===== src/rtl/pixel_sink.sv =====
// Plot-port receiver: buffers clipped pixels in a FIFO and issues held framebuffer writes.
// Optional `PIXEL_SINK_DROP_CNT_EN` adds a saturating dropped-plot counter output.
module pixel_sink #(
    parameter int WIDTH      = 320,
    parameter int HEIGHT     = 240,
    parameter int FIFO_DEPTH = 16,
    parameter int COLOR_BITS = 3
) (
    input  logic                  clk,
    input  logic                  reset_n,
    input  logic [9:0]            x,
    input  logic [9:0]            y,
    input  logic [COLOR_BITS-1:0] color,
    input  logic                  plot,
    output logic                  ready,
    output logic [16:0]           fb_addr,
    output logic [COLOR_BITS-1:0] fb_data,
    output logic                  fb_we,
    input  logic                  fb_wait,
    output logic                  idle
`ifdef PIXEL_SINK_DROP_CNT_EN
    ,
    output logic [15:0]           dropped_count
`endif
);

    localparam int PTR_W = $clog2(FIFO_DEPTH);
    localparam int CNT_W = PTR_W + 1;

    localparam logic [9:0]       WIDTH_L   = 10'(WIDTH);
    localparam logic [9:0]       HEIGHT_L  = 10'(HEIGHT);
    localparam logic [16:0]      WIDTH_17  = 17'(WIDTH);
    localparam logic [CNT_W-1:0] DEPTH_C   = CNT_W'(FIFO_DEPTH);

    typedef struct packed {
        logic [9:0]            px;
        logic [9:0]            py;
        logic [COLOR_BITS-1:0] pc;
    } pixel_t;

    typedef enum logic {
        ST_EMPTY,
        ST_PENDING
    } state_t;

    pixel_t fifo_mem [FIFO_DEPTH];
    pixel_t head;
    pixel_t incoming;

    logic [PTR_W-1:0]      wr_ptr_q, wr_ptr_d;
    logic [PTR_W-1:0]      rd_ptr_q, rd_ptr_d;
    logic [CNT_W-1:0]      count_q, count_d;
    state_t                state_q, state_d;
    logic [16:0]           addr_q, addr_d;
    logic [COLOR_BITS-1:0] data_q, data_d;

    logic in_range;
    logic push;
    logic pop;
    logic fifo_empty;

    assign incoming   = '{px: x, py: y, pc: color};
    assign head       = fifo_mem[rd_ptr_q];
    assign fifo_empty = (count_q == '0);
    assign in_range   = (x < WIDTH_L) && (y < HEIGHT_L);

    // ready reflects registered occupancy only, so a same-cycle pop never frees a full FIFO
    assign ready = (count_q < DEPTH_C);
    assign push  = plot && ready && in_range;
    assign pop   = !fifo_empty && ((state_q == ST_EMPTY) || !fb_wait);

    always_comb begin
        wr_ptr_d = wr_ptr_q;
        rd_ptr_d = rd_ptr_q;
        count_d  = count_q;
        if (push) begin
            wr_ptr_d = wr_ptr_q + PTR_W'(1);
        end
        if (pop) begin
            rd_ptr_d = rd_ptr_q + PTR_W'(1);
        end
        case ({push, pop})
            2'b10:   count_d = count_q + CNT_W'(1);
            2'b01:   count_d = count_q - CNT_W'(1);
            default: count_d = count_q;
        endcase
    end

    always_comb begin
        state_d = state_q;
        addr_d  = addr_q;
        data_d  = data_q;
        if (pop) begin
            state_d = ST_PENDING;
            addr_d  = 17'(head.py) * WIDTH_17 + 17'(head.px);
            data_d  = head.pc;
        end else if ((state_q == ST_PENDING) && !fb_wait) begin
            state_d = ST_EMPTY;
        end
    end

    // Storage has no reset; only entries between the pointers are ever read
    always_ff @(posedge clk) begin
        if (push) begin
            fifo_mem[wr_ptr_q] <= incoming;
        end
    end

    always_ff @(posedge clk or negedge reset_n) begin
        if (!reset_n) begin
            wr_ptr_q <= '0;
            rd_ptr_q <= '0;
            count_q  <= '0;
            state_q  <= ST_EMPTY;
            addr_q   <= '0;
            data_q   <= '0;
        end else begin
            wr_ptr_q <= wr_ptr_d;
            rd_ptr_q <= rd_ptr_d;
            count_q  <= count_d;
            state_q  <= state_d;
            addr_q   <= addr_d;
            data_q   <= data_d;
        end
    end

    assign fb_we   = (state_q == ST_PENDING);
    assign fb_addr = addr_q;
    assign fb_data = data_q;
    assign idle    = fifo_empty && (state_q == ST_EMPTY);

`ifdef PIXEL_SINK_DROP_CNT_EN
    logic [15:0] dropped_count_q, dropped_count_d;
    logic        drop;

    // Clipped and overflowed plots both count; the counter sticks at all-ones
    assign drop = plot && !push;

    always_comb begin
        dropped_count_d = dropped_count_q;
        if (drop && (dropped_count_q != 16'hFFFF)) begin
            dropped_count_d = dropped_count_q + 16'd1;
        end
    end

    always_ff @(posedge clk or negedge reset_n) begin
        if (!reset_n) begin
            dropped_count_q <= '0;
        end else begin
            dropped_count_q <= dropped_count_d;
        end
    end

    assign dropped_count = dropped_count_q;
`endif

endmodule


===== config.mk =====
export PLATFORM = sky130hd
export DESIGN_NAME = pixel_sink
export DESIGN_NICKNAME = d
export VERILOG_FILES = /design/src/rtl/pixel_sink.sv
export SDC_FILE = /design/constraint.sdc
export NUM_CORES = 1
export LEC_CHECK = 0
export CORE_AREA = 2 2 183 185
export DETAILED_ROUTE_END_ITERATION = 12
export DIE_AREA = 0 0 185 187
export PLACE_DENSITY = 0.72
export SYNTH_ARGS = -nofsm -noshare
export SYNTH_HDL_FRONTEND = slang
export SYNTH_SLANG_ARGS = --single-unit

===== constraint.sdc =====
create_clock -name clk -period 4.3 [get_ports clk]
set_input_delay 0.86 -clock clk [delete_from_list [all_inputs] [get_ports clk]]
set_output_delay 0.86 -clock clk [all_outputs]
set_load 0.01 [all_outputs]

==> results of run 1 <==
[worst min path at each step]
stage	from	end	slack, ps	cells past startpoint
after floorplan	count_q[3]	count_q[3]	480	2
after global placement	fb_addr[8]	fb_addr[8]	460	2
after detailed placement	fb_addr[11]	fb_addr[11]	470	2
after CTS	reset_n	fb_addr[9]	480	1
after global routing	fb_addr[11]	fb_addr[11]	490	2
final	reset_n	fb_addr[9]	470	1
[synth_stat cells (2+ instances only)]
cell type,instances,area [um^2]
nor2_1,10,37.5
nor4_1,6,37.5
nand4_1,4,25.0
o21ai_0,15,75.1
clkbuf_1,17,63.8
inv_1,19,71.3
dfrtp_1,34,851
fa_1,3,60.1
nor4b_1,2,17.5
and3_1,3,18.8
nor3b_1,2,15.0
mux4_2,113,2540
nand3_1,3,15.0
mux2i_1,2,20.0
nand2_1,54,203
buf_4,5,37.5
ha_1,28,350
edfxtp_1,368,11100
and2_1,5,31.3
a21oi_1,7,35.0
xor2_1,8,70.1
nor2b_1,3,18.8
xnor2_1,13,114
a21o_1,5,37.5
buf_2,7,35.0
buf_1,2,7.51
[metrics by stage]
stage          hold slack (ps)  setup slack [ps]  area, um^2  power (mW)  TNS (ps)
3_5_place_dp               470             -66.0       17700        10.2     -66.0
3_3_place_gp               462              47.1       17700        10.1         0
4_1_cts                    480              89.1       19000        13.6         0
2_1_floorplan              478              20.1       16100        8.68         0
6_report                   473               135       19000        13.6         0
5_1_grt                    488              4.03       19000        14.3         0
[what timing repair did]
action,in CTS,in global routing
endpoints found under the hold margin,0,0
buffers inserted,4,0
setup endpoints to repair,1,1
gates resized for setup,1,2
[critical path: stages, from the launching register on]
cell and delay, ps:
dfrtp_4 440, buf_12 140, buf_12 150, mux4_2 500, mux4_2 530, ha_1 210
ha_1 210, fa_1 410, a211o_1 310, a2111oi_1 370, nand3b_1 200, nand4_1 90
xnor3_1 400, o21ai_1 60
[cells by family (layout without fill, tap and decap cells)]
family | count (synthesis) | in the layout | synth area share
compound gates | 37 | 37 | 0.0149
xor+xnor | 23 | 23 | 0.0138
buf+inv | 52 | 214 | 0.0144
simple gates | 96 | 96 | 0.0278
mux | 119 | 119 | 0.164
flops | 402 | 402 | 0.740
fa+ha+maj | 31 | 31 | 0.0255
[layer usage]
layer  wire length [um]  part of all wire  GRT usage
met5                 61            0.0018     0.0129
met3               1990             0.058     0.0319
met1              14400              0.42      0.296
met4                726             0.021     0.0546
met2              17000              0.50      0.329
[layout make-up]
type | count | share of cell area
inverter | 19 | 0.00375
multi-input combinational | 306 | 0.212
clock inverter | 18 | 0.00586
tap | 448 | 0.0295
sequential | 402 | 0.627
clock buffer | 57 | 0.0594
timing repair buffer | 120 | 0.0625
[sequential cells by signal (all words and copies together) (netlist names)]
register	flops
fb_addr	17
wr_ptr_q	4
rd_ptr_q	4
fb_we	1
count_q	5
fb_data	3
fifo_mem	368
[where the power goes]
group,internal [mW],switching [mW]
clock network,1.89,1.41
registers,4.46,0.185
logic,2.86,2.74
total,9.22,4.34
==> reports/qor.yml, run 1 <==
outcome: "completed"
dp_hpwl_mm: 20.9
synthDistinctLibCells: 48
insertion_delay_ps: 530
syn2layout_area_growth_pct: 18.1
initial_core_util: 0.490
crit_type: "register to register"
finalCritPeriodShare: 0.969
min_period_ps: 4170
dp.cells: 1291
max_freq_mhz: 240
hold_path.class: "input pin to asynchronous set/reset pin"
cp-endpoint: "fb_addr[16]"
antenna_cells: 0
final_common_cell: "edfxtp_1"
path_max_fanout: 10
r2r_start: "rd_ptr_q[0]"
start_kind: "register"
drtIter0Drc: 742
power.leakage_nw: 6.38
fillers: 2433
multi_input_area_um2: 4030
fin_util: 0.578
wire_per_inst_um: 24.9
grt_util_all_layers: 0.205
clock_sinks: 402
ys.flop_type: "edfxtp_1"
grt_pass1_wl_mm: 51.4
slew_violations: 0
fin_cells: 1370
grt_setup_unrepaired: "no"
wirelength_mm: 34.2
numCtsBuffers: 41
cts_root_buffer: "clkbuf_16"
final-seq-area_um2: 11900
powerDensity_nw_per_um2: 713
fp.dieW_um: 185
nNetsFinal: 948
clock_skew_ps: 9.91
synth_cells: 760
rows: 67
syn-cell-area_um2: 16100
htree_levels: 2
final_cell_mix: "edfxtp_1, mux4_2, buf_4"
avgSynthCellArea_um2: 21.2
dr.pass1.iters: 4
cts_tree: "built"
holdBufCountCts: 0
setup.worst_path.start: "rd_ptr_q[0]"
ys_ff_latch: 402
synth_edf_count: 368
irDropWorstVdd_mv: 0.529
r2r_setup_slack_ps: 130
grt_max_degree: 36
io_buffers: 49
pin_count: 50
die-area_um2: 34600
vias: 7836
yosysSeqAreaShare: 0.740
cts.path.max_buffers: 3
ys_warn_count: 0
maxCapViolations: 0
r2r_end: "fb_addr[16]"
antenna_found_initial: 0
avgViaCountPerCell: 5.72
setup_violations: 0
end_kind: "register"
worstPathRequired_ps: 4700
rr_worst_depth: 13
synth_fp_nets: 818
async_flop_share: 0.0846
cp_data_arrival_time_ps: 4560
core_um2: 32900
overflow: 0
slew_headroom: 0.380
layout-drive-gt1-share: 0.279
clk_pin_slew_worst_paths_ps: 60
fp.dieH_um: 187
finalHoldViolCount: 0
ant_nets: 0
grt_pass1_vias: 8163
drc_errors: 0
tightest_slew_ps: 930
gp_congestion: 0.804
Power figures use the tool's default switching activity.
==> inputs of run 2 (changes only) <==
--- a/config.mk
+++ b/config.mk
@@ -7,6 +7,6 @@
 export LEC_CHECK = 0
-export CORE_AREA = 2 2 183 185
+export CORE_AREA = 2 2 175 177
 export DETAILED_ROUTE_END_ITERATION = 12
-export DIE_AREA = 0 0 185 187
-export PLACE_DENSITY = 0.72
+export DIE_AREA = 0 0 177 179
+export PLACE_DENSITY = 0.77
 export SYNTH_ARGS = -nofsm -noshare
--- a/constraint.sdc
+++ b/constraint.sdc
@@ -3,2 +3,2 @@
 set_output_delay 0.86 -clock clk [all_outputs]
-set_load 0.01 [all_outputs]
+set_load 0.005 [all_outputs]
==> run 2 against run 1 <==
  * Sequential power about the same
  * Design area is 1.3% lower
  * Register-to-register slack gained 40 ps
  * Non-clock buffer count is 22 lower
  * Critical endpoint unchanged
  * Largest cell class unchanged
  * Largest power group unchanged
  * Highest routed layer is now met4
==> reports/qor.yml, run 2 (synthesis gave the netlist of run 1 again) <==
slew_headroom: 0.321  # was 0.380
power_frac_comb: 0.403  # was 0.413
antenna_found_initial: 0  # unchanged
outcome: "completed"  # unchanged
die-area_um2: 31700  # was 34600 um^2
min_delay_path_depth: 2
tightest_slew_ps: 1020  # was 930 ps
switchingPower_mw: 4.23  # was 4.34 mW
worstPathRequired_ps: 4690  # was 4700 ps
fin_util: 0.625  # was 0.578
p_int_mw: 9.10  # was 9.22 mW
grt_pass1_wl_mm: 51.4  # about the same
pwr-share-clk: 0.245  # was 0.244
clock_skew_ps: 16.7  # was 9.91 ps
final_common_cell: "edfxtp_1"  # unchanged
fp.dieW_um: 177  # was 185 um
io_buffers: 49  # unchanged
switching_share: 0.318  # was 0.320
dr.pass1.iters: 4  # unchanged
wirelength_mm: 34.5  # was 34.2 mm
overflow: 0  # unchanged
rows: 64  # was 67
whs_endpoint: "fb_addr[13]"
power.leakage_nw: 6.25  # was 6.38 nW
fp.dieH_um: 179  # was 187 um
slew_violations: 0  # unchanged
seqPwrFrac: 0.351  # was 0.343
r2r_end: "fb_addr[16]"  # unchanged
crit_type: "register to register"  # unchanged
layout-drive-gt1-share: 0.265  # was 0.279
largest_reg_flops: 368  # unchanged
drc_errors: 0  # unchanged
avgViaCountPerCell: 6.05  # was 5.72
syn2layout_area_growth_pct: 16.6  # was 18.1%
grt_max_degree: 35  # was 36
final_cell_mix: "edfxtp_1, mux4_2, nand2_1"  # was edfxtp_1, mux4_2, buf_4
regMostFlops: "fifo_mem"  # unchanged
max_freq_mhz: 243  # was 240 MHz
vias: 7838  # was 7836
path_max_fanout: 6  # was 10
powerDensity_nw_per_um2: 711  # was 713 nW/um^2
fillers: 2013  # was 2433
rr_worst_depth: 12  # was 13
cts_tree: "built"  # unchanged
wire_per_inst_um: 26.6  # was 24.9 um
cts_root_buffer: "clkbuf_16"  # unchanged
core_um2: 30000  # was 32900 um^2
hold_path.startpoint: "fb_addr[13]"
dp_hpwl_mm: 19.7  # was 20.9 mm
r2r_setup_slack_ps: 180  # was 130 ps
cts.path.max_buffers: 3  # unchanged
clock_sinks: 402  # unchanged
cp_data_arrival_time_ps: 4510  # was 4560 ps
irDropWorstVdd_mv: 0.587  # was 0.529 mV
numCtsBuffers: 40  # was 41
initial_core_util: 0.536  # was 0.490
nNetsFinal: 925  # was 948
insertion_delay_ps: 530  # about the same
p_total_mw: 13.3  # was 13.6 mW
htree_levels: 2  # unchanged
grt_pass1_vias: 8094  # was 8163
cts_setup_buffers: 0  # was 4
drtIter0Drc: 886  # was 742
grt_util_all_layers: 0.226  # was 0.205
pin_count: 50  # unchanged
maxCapViolations: 0  # unchanged
r2r_start: "rd_ptr_q[0]"  # unchanged
fin_tns_setup_ps: 0  # unchanged
clk_pin_slew_worst_paths_ps: 60  # about the same
setup_violations: 0  # unchanged
finalHoldViolCount: 0  # unchanged
ant_nets: 0  # unchanged
end_kind: "register"  # unchanged
hold_path.class: "register to register"  # was input pin to asynchronous set/reset pin
grt_setup_unrepaired: "no"  # unchanged
min_period_ps: 4120  # was 4170 ps
antenna_cells: 0  # unchanged
gp_congestion: 0.797  # was 0.804
holdBufCountCts: 0  # unchanged
finalCritPeriodShare: 0.959  # was 0.969
start_kind: "register"  # unchanged
==> run 2: how the worst max path moves through the flow <==
| stage | start | endpoint | slack, ps | depth (start not counted) |
|---|---|---|---|---|
| 2_1_floorplan | x[9] | fifo_mem[3][0] | 20 | 4 |
| 3_3_place_gp | rd_ptr_q[0] | fb_addr[16] | 240 | 12 |
| 3_5_place_dp | rd_ptr_q[0] | fb_addr[16] | 160 | 12 |
| 4_1_cts | rd_ptr_q[0] | fb_addr[16] | 140 | 12 |
| 5_1_grt | rd_ptr_q[0] | fb_addr[16] | 4 | 12 |
| 6_report | rd_ptr_q[0] | fb_addr[16] | 180 | 12 |
==> run 2: worst max-delay path, cell delays in order (launching register included) <==
cell       delay (ps)
dfrtp_4           490
buf_6             160
mux4_2            490
mux4_2            550
ha_1              310
ha_1              240
fa_1              420
a211o_1           320
a2111oi_2         290
nand3b_1          180
nand4_1            90
xnor3_1           390
o21ai_1            50
==> run 2: layer usage <==
layer  share of wire  wire, um  GRT usage  vias up
met2            0.50     17400      0.379      321
met4           0.024       828     0.0682        0
li1                -         -          -     3336
met3           0.071      2460     0.0401       53
met1            0.40     13900      0.307     4128
met5               0         0          0        -
==> run 2: through the flow <==
| stage | std cells | cell area, um^2 | hold WS (ps) | setup WS (ps) |
|---|---|---|---|---|
| 2_1_floorplan | 760 | 16100 | 470 | 20.1 |
| 3_3_place_gp | 1220 | 17500 | 461 | 238 |
| 3_5_place_dp | 1220 | 17500 | 470 | 158 |
| 4_1_cts | 1294 | 18700 | 484 | 144 |
| 5_1_grt | 1295 | 18800 | 497 | 4.45 |
| 6_report | 1295 | 18800 | 477 | 176 |
==> run 2: what timing repair did <==
item,CTS,global route
resized for setup,0,7
endpoints found under the hold margin,0,0
endpoints found under the setup margin,0,1
==> run 2: layout make-up <==
class                      count  area [um^2]  share of cell area
sequential                   402        11900               0.635
multi-input combinational    306         4040               0.215
clock buffer                  64         1170              0.0625
timing repair buffer          98         1010              0.0537
tap                          396          495              0.0264
inverter                      19         71.3             0.00380
clock inverter                10         61.3             0.00327
==> run 2: power groups by stage <==
stage               combinational (mW)  clock, mW  sequential, mW
global route                      5.90       3.47            4.70
finish                            5.38       3.27            4.68
global placement                  5.14          0            4.74
CTS                               5.27       3.33            4.67
floorplan                         4.01          0            4.63
detailed placement                5.24          0            4.75
==> inputs of run 3 (changes only) <==
--- a/config.mk
+++ b/config.mk
@@ -10,2 +10,3 @@
 export DIE_AREA = 0 0 177 179
+export HOLD_SLACK_MARGIN = 0.08
 export PLACE_DENSITY = 0.77
--- a/constraint.sdc
+++ b/constraint.sdc
@@ -3,2 +3,2 @@
 set_output_delay 0.86 -clock clk [all_outputs]
-set_load 0.005 [all_outputs]
+set_load 0.01 [all_outputs]
==> results of run 3 <==
The final DEF is identical to that of run 2. Status: completed.
Main changes from that run: total power 13.3 mW -> 13.4 mW
==> variant 1: new RTL, flow settings as in run 2 <==
The parameter `COLOR_BITS` goes from 3 to 2.
--- a/src/rtl/pixel_sink.sv
+++ b/src/rtl/pixel_sink.sv
@@ -4,7 +4,7 @@
     parameter int WIDTH      = 320,
     parameter int HEIGHT     = 240,
     parameter int FIFO_DEPTH = 16,
-    parameter int COLOR_BITS = 3
+    parameter int COLOR_BITS = 2
 ) (
     input  logic                  clk,
     input  logic                  reset_n,
Ports: changed (resized color and fb_data); port bits go from 50 to 48. No check against the original RTL was run, so the function may have changed too.
==> variant 1 against run 2 <==
  * Design area shrank 3.2%
  * Worst setup slack lost 17 ps
  * Routed wire length is 1.2% lower
  * Synthesized area decreased by 4.0%
  * Non-clock buffer count is 16 higher
  * Clock skew decreased by 1.8 ps
  * Hold slack got worse by 3.2 ps
  * Final cell count shrank 0.93%
  * Power up 0.57%
  * Sequential cell count shrank 17
  * Synthesized cell count shrank 3.3%
  * Via count shrank 1.3%
  * Largest power group unchanged
==> variant 1: results (changes against run 2) <==
* Status: finished, final reports clean (unchanged)
* Share of cells above drive strength 1 at 28.5% (was 26.5%)
* GPL Wtd Cong at 0.807 (was 0.797)
* Worst clock skew at 14.8 ps (was 16.7 ps)
* Initial antenna violation count at 1 (was 0)
* Ranking of synthesized cells by area: edfxtp_1 68%, mux4_2 16%, dfrtp_1 5.3% (was edfxtp_1 69%, mux4_2 16%, dfrtp_1 5.3%)
* Iter 0 DRT Violations at 834 (was 886)
* Fin Hold WS at 474 ps (was 477 ps)
* Met2 Usage GRT at 37.0% (was 37.9%)
* Final wirelength at 34100 µm (was 34500 µm)
* Gr usage total at 22.3% (was 22.6%)
* Leak Pwr at 6.14 nW (was 6.25 nW)
* Worst slack, placed at 89.5 ps (was 158 ps)
* Uppermost layer routed: met5 (was met4)
* Metal2 WL at 17200 µm (was 17400 µm)
* Via/cell ratio at 6.03 (was 6.05)
* CP max stage delay at 530 ps (was 550 ps)
* Worst Setup Slack, final at 160 ps (was 176 ps)
* GR Util met3 at 4.77% (was 4.01%)
* Sequential cell area fraction in the yosys report at 73.8% (was 74.0%)
* Tightest Hold Check Type: input port to asynchronous set/reset pin (was flop to flop)
* CP Data Arrival Time at 4540 ps (was 4510 ps)
* Post-DP Area at 0.0168 mm² (was 0.0175 mm²)
* Fin nets at 914 (was 925)
* Placed cells at 1208 (was 1220)
* Vias in the first global route at 8126 (was 8094)
* Starting Density at 51.5% (was 53.6%)
## variant 1: cell types whose count changed in the layout (fill, tap and decap cells not counted), moves of 3 or more
| cell | delta |
|---|---|
| buf_4 | +27 |
| bufinv_16 | +4 |
| o21ai_0 | -3 |
| edfxtp_1 | -16 |
| mux4_2 | -4 |
| nand2_1 | -3 |
| buf_12 | -7 |
| clkinv_2 | +3 |
| clkinv_1 | +6 |
| clkbuf_1 | -11 |
| o21ai_1 | +3 |
| clkbuf_8 | -5 |
## variant 1: repair_timing
| action | CTS | global route |
|---|---|---|
| gates resized for setup | 0 | 4 |
| buffers inserted | 0 | 4 |
| endpoints found under the setup margin | 0 | 3 |
## variant 1: cells by family (layout without fill, tap and decap cells)
logic type,Yosys count,in the layout,synth area share [%]
mux,114,114,16.3
simple gates,93,93,2.82
compound gates,37,37,1.51
xor+xnor,23,23,1.49
fa+ha+maj,31,31,2.66
flops,385,385,73.8
buf+inv,52,204,1.47
## variant 1: through the flow
| stage | TNS (ps) | power (mW) |
|---|---|---|
| 2_1_floorplan | 0 | 8.40 |
| 3_3_place_gp | 0 | 9.86 |
| 3_5_place_dp | 0 | 9.97 |
| 4_1_cts | 0 | 13.4 |
| 5_1_grt | -24.3 | 14.2 |
| 6_report | 0 | 13.4 |
## variant 1: layout make-up
cell class	instances	area, µm²	share of cell area (%)
timing repair buffer	114	1020	5.60
clock buffer	47	1040	5.71
multi-input combinational	298	3890	21.5
sequential	385	11400	62.8
inverter	19	71.3	0.393
tap	396	495	2.73
clock inverter	24	234	1.29
## variant 1: power by group
part	internal, mW	switching (mW)
Sequential	4.27	0.174
Combinational	2.89	2.72
Clock	1.97	1.38
Total	9.13	4.27
==> variant 2: new RTL, flow settings as in run 2 <==
Made on the original files. `addr_q` no longer has a reset.
--- a/src/rtl/pixel_sink.sv
+++ b/src/rtl/pixel_sink.sv
@@ -112,16 +112,18 @@
             rd_ptr_q <= '0;
             count_q  <= '0;
             state_q  <= ST_EMPTY;
-            addr_q   <= '0;
             data_q   <= '0;
         end else begin
             wr_ptr_q <= wr_ptr_d;
             rd_ptr_q <= rd_ptr_d;
             count_q  <= count_d;
             state_q  <= state_d;
-            addr_q   <= addr_d;
             data_q   <= data_d;
         end
+    end
+
+    always_ff @(posedge clk) begin
+        addr_q <= addr_d;
     end
 
     assign fb_we   = (state_q == ST_PENDING);
Behaviour: differs if reset_n is asserted again (counterexample within 4 cycles, from zero or initial values and one cycle with reset_n low); with reset_n held inactive, the same outputs for 4 cycles.
==> variant 2 against run 2 <==
  * Worst setup slack got worse by 110 ps
  * Synthesized area decreased by 0.74%
  * Clock power increased by 4%
  * Power increased by 6.2%
  * Sequential cell count unchanged
  * Sequential share of layout area increased by 0.73 points
  * Synthesized cell count decreased by 5.1%
  * Design area decreased by 0.43%
  * Non-clock buffer count increased by 6
  * Routed wire length increased by 2.2%
  * Core utilization decreased by 0.27 points
  * Critical path type unchanged
  * Highest routed layer unchanged
==> variant 2: results (changes against run 2) <==
* First-pass GRT wire length at 51900 µm (was 51400 µm)
* Gr usage total at 23.1% (was 22.6%)
* EDFF count, synth at 385 (was 368)
* Syn_nets at 779 (was 818)
* CP Data Arrival Time at 4500 ps (was 4510 ps)
* Top cells by instance count after synthesis: 385 x edfxtp_1, 115 x mux4_2, 28 x ha_1 (was 368 x edfxtp_1, 113 x mux4_2, 54 x nand2_1)
* Iter 0 DRT Violations at 827 (was 886)
* VDD IR max at 0.779 mV (was 0.587 mV)
* GPL Wtd Cong at 0.920 (was 0.797)
* Fin nets at 895 (was 925)
* Status: finished, final reports clean (unchanged)
* DRT Pass-1 Iters at 6 (was 4)
* Pin count of the biggest net entering global routing at 32 (was 35)
* Worst clock skew at 15.4 ps (was 16.7 ps)
* Share of cells above drive strength 1 at 28.5% (was 26.5%)
* Placed cells at 1191 (was 1220)
* Vias in the first global route at 8251 (was 8094)
* Final wirelength at 35300 µm (was 34500 µm)
* Ranking of synthesized cells by area: edfxtp_1 72%, mux4_2 16%, dfrtp_1 2.7% (was edfxtp_1 69%, mux4_2 16%, dfrtp_1 5.3%)
* Post-DP Area at 0.0174 mm² (was 0.0175 mm²)
* WL/cell at 28.0 µm (was 26.6 µm)
* DP Wirelength at 20500 µm (was 19700 µm)
* Ys async rst share at 4.23% (was 8.46%)
* Sequential cell area fraction in the yosys report at 75.0% (was 74.0%)
* Via/cell ratio at 6.21 (was 6.05)
* Post-synthesis cell type count at 39 (was 48)
* Worst-margin pin slew at 849 ps (was 1020 ps)
variant 2: final cells by class:
type                            count  area (µm²)
Fill cell                        1922       11400
Clock buffer                       49        1060
Timing Repair Buffer              104         977
Multi-Input combinational cell    270        3870
Clock inverter                     22         210
Sequential cell                   402       12000
Tap cell                          396         495
Inverter                           19        71.3
variant 2: power by group:
part	switching [mW]	total (mW)	internal [mW]
combinational	3.02	5.92	2.90
clock	1.40	3.39	1.99
sequential	0.168	4.85	4.68
variant 2: path summary, 6_finish.rpt:
kind | from | end | slack [ps] | cells past startpoint
worst min-delay path | fb_data[0] | fb_data[0] | 470 | 2
worst min register to register | fb_data[0] | fb_data[0] | 470 | 2
worst max-delay path | rd_ptr_q[0] | fb_addr[16] | 70 | 11
worst max register to register | rd_ptr_q[0] | fb_addr[16] | 70 | 11
max in group asynchronous | reset_n | rd_ptr_q[0] | 2860 | 1
min in group asynchronous | reset_n | rd_ptr_q[3] | 820 | 1
variant 2: layer usage:
layer  share of wire (%)  up-vias  wire length [µm]  global-route usage (%)
met5                   0        -                 0                       0
met4                 3.4        0              1200                    9.16
met3                 7.9       88              2770                    4.50
met2                  52      416             18400                    39.5
met1                  37     4098             12900                    29.4
li1                    -     3233                 -                       -
variant 2: kinds of logic (layout without fill, tap and decap cells):
logic type	Yosys count	after routing	synth area share, %
AND/OR/NAND/NOR	75	75	2.38
flip-flops	402	402	75.0
AO/OA/AOI/OAI	25	25	0.971
adder cells (fa/ha/maj)	31	31	2.57
buffers and inverters	49	194	1.33
multiplexers	117	117	16.3
XOR/XNOR	22	22	1.35
variant 2: timing repair:
item                       4_1_cts  5_1_grt
setup endpoints to repair        1        2
gates cloned                     0        0
gates resized for setup          2        7
